File: src/rtl/fsic_is_rx_fifo.sv
// Rx elastic buffer between serdes Rx (no backpressure) and the axis switch; first-word fall-through, 1-cycle write-to-read latency.
// Downstream honours m_tready; upstream is throttled only through as_is_tready, and beats arriving while full are dropped and flagged.
module fsic_is_rx_fifo #(
  parameter int pDATA_WIDTH     = 32,
  parameter int pFIFO_DEPTH     = 16,
  parameter int pFREE_THRESHOLD = 6
) (
  input  logic                               axis_clk,
  input  logic                               axis_rst,
  input  logic [pDATA_WIDTH-1:0]             is_as_tdata,
  input  logic [pDATA_WIDTH/8-1:0]           is_as_tstrb,
  input  logic [pDATA_WIDTH/8-1:0]           is_as_tkeep,
  input  logic                               is_as_tlast,
  input  logic [1:0]                         is_as_tid,
  input  logic [1:0]                         is_as_tuser,
  input  logic                               is_as_tvalid,
  output logic [pDATA_WIDTH-1:0]             m_tdata,
  output logic [pDATA_WIDTH/8-1:0]           m_tstrb,
  output logic [pDATA_WIDTH/8-1:0]           m_tkeep,
  output logic                               m_tlast,
  output logic [1:0]                         m_tid,
  output logic [1:0]                         m_tuser,
  output logic                               m_tvalid,
  input  logic                               m_tready,
  output logic                               as_is_tready,
  output logic [$clog2(pFIFO_DEPTH):0]       fifo_count,
  output logic                               overflow,
  input  logic                               clr_overflow
);

  localparam int AW = $clog2(pFIFO_DEPTH);
  localparam int CW = AW + 1;
  localparam int SW = pDATA_WIDTH / 8;
  localparam logic [CW-1:0] DEPTH_C = CW'(pFIFO_DEPTH);
  localparam logic [CW-1:0] THR_C   = CW'(pFREE_THRESHOLD);

  typedef struct packed {
    logic                   tlast;
    logic [1:0]             tid;
    logic [1:0]             tuser;
    logic [SW-1:0]          tkeep;
    logic [SW-1:0]          tstrb;
    logic [pDATA_WIDTH-1:0] tdata;
  } entry_t;

  entry_t          mem [pFIFO_DEPTH];
  entry_t          wr_entry;
  entry_t          rd_entry;
  logic [AW-1:0]   wr_ptr;
  logic [AW-1:0]   rd_ptr;
  logic [CW-1:0]   count;
  logic [CW-1:0]   count_next;
  logic [CW-1:0]   free_next;
  logic            full;
  logic            push;
  logic            pop;
  logic            drop;

  assign full = (count == DEPTH_C);
  assign pop  = m_tvalid && m_tready;
  // A pop in the same cycle frees the slot, so a full FIFO still accepts.
  assign push = is_as_tvalid && (!full || pop);
  assign drop = is_as_tvalid && full && !pop;

  always_comb begin
    count_next = count;
    if (push && !pop) begin
      count_next = count + CW'(1);
    end else if (pop && !push) begin
      count_next = count - CW'(1);
    end
    free_next = DEPTH_C - count_next;
  end

  always_comb begin
    wr_entry       = '0;
    wr_entry.tlast = is_as_tlast;
    wr_entry.tid   = is_as_tid;
    wr_entry.tuser = is_as_tuser;
    wr_entry.tkeep = is_as_tkeep;
    wr_entry.tstrb = is_as_tstrb;
    wr_entry.tdata = is_as_tdata;
  end

  always_ff @(posedge axis_clk) begin
    if (push) begin
      mem[wr_ptr] <= wr_entry;
    end
  end

  always_ff @(posedge axis_clk or posedge axis_rst) begin
    if (axis_rst) begin
      wr_ptr       <= '0;
      rd_ptr       <= '0;
      count        <= '0;
      as_is_tready <= 1'b0;
      overflow     <= 1'b0;
    end else begin
      if (push) begin
        wr_ptr <= wr_ptr + AW'(1);
      end
      if (pop) begin
        rd_ptr <= rd_ptr + AW'(1);
      end
      count        <= count_next;
      // Threshold leaves room for beats already in flight over the serdes loop.
      as_is_tready <= (free_next > THR_C);
      if (drop) begin
        overflow <= 1'b1;
      end else if (clr_overflow) begin
        overflow <= 1'b0;
      end
    end
  end

  assign rd_entry   = mem[rd_ptr];
  assign m_tvalid   = (count != '0);
  assign m_tdata    = rd_entry.tdata;
  assign m_tstrb    = rd_entry.tstrb;
  assign m_tkeep    = rd_entry.tkeep;
  assign m_tlast    = rd_entry.tlast;
  assign m_tid      = rd_entry.tid;
  assign m_tuser    = rd_entry.tuser;
  assign fifo_count = count;

endmodule

File: config.mk
export PLATFORM = sky130hd
export DESIGN_NAME = fsic_is_rx_fifo
export DESIGN_NICKNAME = d
export VERILOG_FILES = /design/src/rtl/fsic_is_rx_fifo.sv
export SDC_FILE = /design/constraint.sdc
export NUM_CORES = 1
export LEC_CHECK = 0
export BUFFER_PORTS_ARGS = -buffer_cell sky130_fd_sc_hd__buf_2
export CAP_MARGIN = 20
export CORE_MARGIN = 2
export CORE_UTILIZATION = 39
export CTS_CLUSTER_DIAMETER = 100
export DETAILED_ROUTE_END_ITERATION = 10
export SYNTH_ARGS = -nofsm -noshare
export SYNTH_HDL_FRONTEND = slang
export SYNTH_SLANG_ARGS = --single-unit
File: constraint.sdc
create_clock -name axis_clk -period 6.2 [get_ports axis_clk]
set_clock_uncertainty 0.1 [all_clocks]
set_input_delay 0.93 -clock axis_clk [delete_from_list [all_inputs] [get_ports axis_clk]]
set_output_delay 0.93 -clock axis_clk [all_outputs]
set_load 0.05 [all_outputs]
==> results.tsv <==
metric	value	unit
GRT Util Overall	0.169	
row cnt	98	
Synth area leaders	edfxtp_1 (77%), mux4_2 (18%), dfrtp_1 (1.3%)	
MaxCap Viol Count	0	
Peak Freq	221	MHz
R2R setup slack	2.43	ns
share of cells above drive strength 1	0.365	
Critical Path Fanout Max	62	
Finish-stage setup viols	0	
CTS tree	built	
Initial Util	0.392	
Total Die Area	0.0738	mm2
Clock Sinks	735	
hold_buf cts	0	
CP cell instances	buf_12 > mux4_2 > mux4_2 > buf_2	
Post-synth EDFFs	720	
pin count of the biggest net entering global routing	68	
async set-reset flop share out of synthesis	0.0204	
Die Ht	272	um
number of global-route vias before repair	13100	
Netlist Area Pre-Place	0.0279	mm2
type of origin of the critical path	register	
CTS root buf	clkbuf_16	
Horiz. Die Dim	272	um
P per Cell Area	490	mW/mm2
total number of yosys warnings	0	
Setup Buffers After CTS	0	
drt wl/cell	26.9	um
final-report hold violation count	0	
Post-CTS Resized	0	
Tcrit/Tclk final	0.729	
Worst EP required	5.17	ns
Sequential Power Share	0.407	
top post-synthesis cells by count	edfxtp_1 (720), mux4_2 (225), clkbuf_1 (27), buf_2 (23), nor2_1 (16)	
port buffer count	102	
Ports	103	
reg2reg end	mem[14][6]$_DFFE_PP_	
DRC marker count from the first detailed-route iteration	1274	
outcome	finished clean	
CTS clock-pin slew for the worst setup and hold paths	0.06	ns
Avg Inst Size Synth	25.1	um2
clock power share	0.275	
clk buf depth	3	
Yosys cell types	42	
routed wire length	61.4	mm
most numerous cell in the Yosys netlist	edfxtp_1	
total grt overflow	0	
Max IR drop VDD	0.000269	V
CP max stage delay	0.96	ns
initial antenna violation count	10	
FF+latch count, synth	735	
RSZ-0062 raised after global routing	false	
Yosys top cell by area	edfxtp_1	
Vias	12400	
H-tree depth	3	
Slowest-stage cell, CP	dfrtp_4	
Detailed Routing Iterations Pass 1	5	
clk_lat worst skew	0.61	ns
syn nets	1168	
drt drc	0	
Worst slew margin	0.343	
first-pass GRT wire length	90.1	mm
Sw Pwr	5.28	mW
Power, Total	15.8	mW
combinational share of power	0.319	
largest family of logic cells by synthesized area	multiplexers	
Num CTS Buffers	78	
Nets	1324	
via/cell ratio	5.43	
antenna violation net count after detailed routing	0	
Switching Share	0.335	
placed cell areas	0.0298	mm2
fin area	0.0322	mm2
Synth Area in Compound Gates	0.00475	
Crit. End Element	output pin	
r2r startpoint	fifo_count[0]$_DFF_PP0_	
arrival time at the worst endpoint	3.49	ns
ys flop type	edfxtp_1	
worst reg-to-reg path cell count	7	
Final Max Slew Viols	0	
Placeable Area	0.0712	mm2
cell-internal power	10.5	mW
HP Class	input pin to asynchronous set/reset pin	
crit path from	rd_ptr[0]$_DFFE_PP0N_	
Area Growth Syn to Fin	15.1	%
mux contribution to synthesized area	0.183	
post-DP HPWL	30.9	mm
LEAKAGE	10.1	nW
GP Congestion	0.724	
adder-cell area share of the yosys netlist	0.00314	
CP most frequent cell	mux4_2	
post-synthesis sequential area ratio	0.788	
Synth Area in Simple Gates	0.00900	
Synth Instances	1111	
Synth top area share	0.774	
setup_tns	0	ns
post-route minimum period	4.52	ns
XOR/XNOR Fraction of Synth Area	0.00220	
Crit Path Category	register to output pin	
Tightest Pin Transition	0.984	ns
layout make-up:
class	instances	area (um2)
repair buffers	133	806
diodes	1	2.50
flip-flops and latches	735	22000
multi-input cells	309	5740
clock inverters	41	235
inverters	10	37.5
clock buffers	105	2140
fillers	5887	39100
well taps	950	1190
per-layer routing:
layer  vias up  track usage  part of all wire  routed length, um
li1       5141            -                 -                  -
met2       340        0.280              0.51              31100
met1      6808        0.228              0.42              25700
met3       112       0.0349             0.054               3290
met5         -            0           0.00085                 52
met4        10       0.0474             0.020               1260
sequential cells by signal, indices dropped and copies added, names as in the netlist:
signal	count
mem	720
fifo_count	5
rd_ptr	4
wr_ptr	4
as_is_tready	1
overflow	1
worst max-delay path: cells and delay by family (launching register included):
kind	cells	cell delay, ns
muxes	2	1.11
DFF	1	0.96
buffers and inverters	2	0.74
kinds of logic after synthesis:
family | after synthesis
AND/OR/NAND/NOR | 49
multiplexers | 228
flip-flops | 735
adder cells (fa/ha/maj) | 7
XOR/XNOR | 7
AO/OA/AOI/OAI | 18
buffers and inverters | 67
metrics by stage:
| step | std cells | setup slack [ns] | hold WS (ns) | utilization |
|---|---|---|---|---|
| floorplan | 1111 | 0.631 | 0.473 | - |
| global placement | 2137 | 2.23 | 0.416 | 0.418 |
| detailed placement | 2137 | 2.21 | 0.432 | 0.418 |
| CTS | 2283 | 1.55 | 0.298 | 0.451 |
| global route | 2283 | 1.44 | 0.356 | 0.451 |
| finish | 2284 | 1.68 | 0.300 | 0.451 |
cell usage in the layout (no fill, tap or decap), types with 2 or more instances in the layout:
master	count
nor3_2	4
clkbuf_16	82
clkinv_2	12
buf_12	5
nand3_1	3
nor2_1	4
nor2_4	13
buf_2	102
inv_6	3
o221ai_1	3
edfxtp_1	720
clkinv_1	21
xnor2_1	6
mux4_2	225
nand2_1	9
nand4_1	4
dfrtp_4	3
nand2b_1	3
inv_1	10
o21ai_0	4
clkbuf_1	23
o31ai_1	2
buf_4	26
ha_1	7
clkinvlp_4	2
dfrtp_1	11
mux2i_1	2
worst max-delay path by stage:
stage,endpoint,depth (start not counted)
5_1_grt,m_tdata[0],4
4_1_cts,m_tdata[0],4
6_report,m_tdata[0],4
3_3_place_gp,m_tdata[0],4
3_5_place_dp,m_tdata[0],4
2_1_floorplan,mem[3][0]$_DFFE_PP_,8
power by group through the flow:
stage	sequential, mW	combinational (mW)	clock (mW)
final	6.41	5.02	4.32
after global routing	6.48	5.29	4.62
after CTS	6.43	5.14	4.42
after detailed placement	6.53	5.13	0
after global placement	6.50	5.10	0
after floorplan	6.27	3.96	0
(Power assumes the default switching activity.)
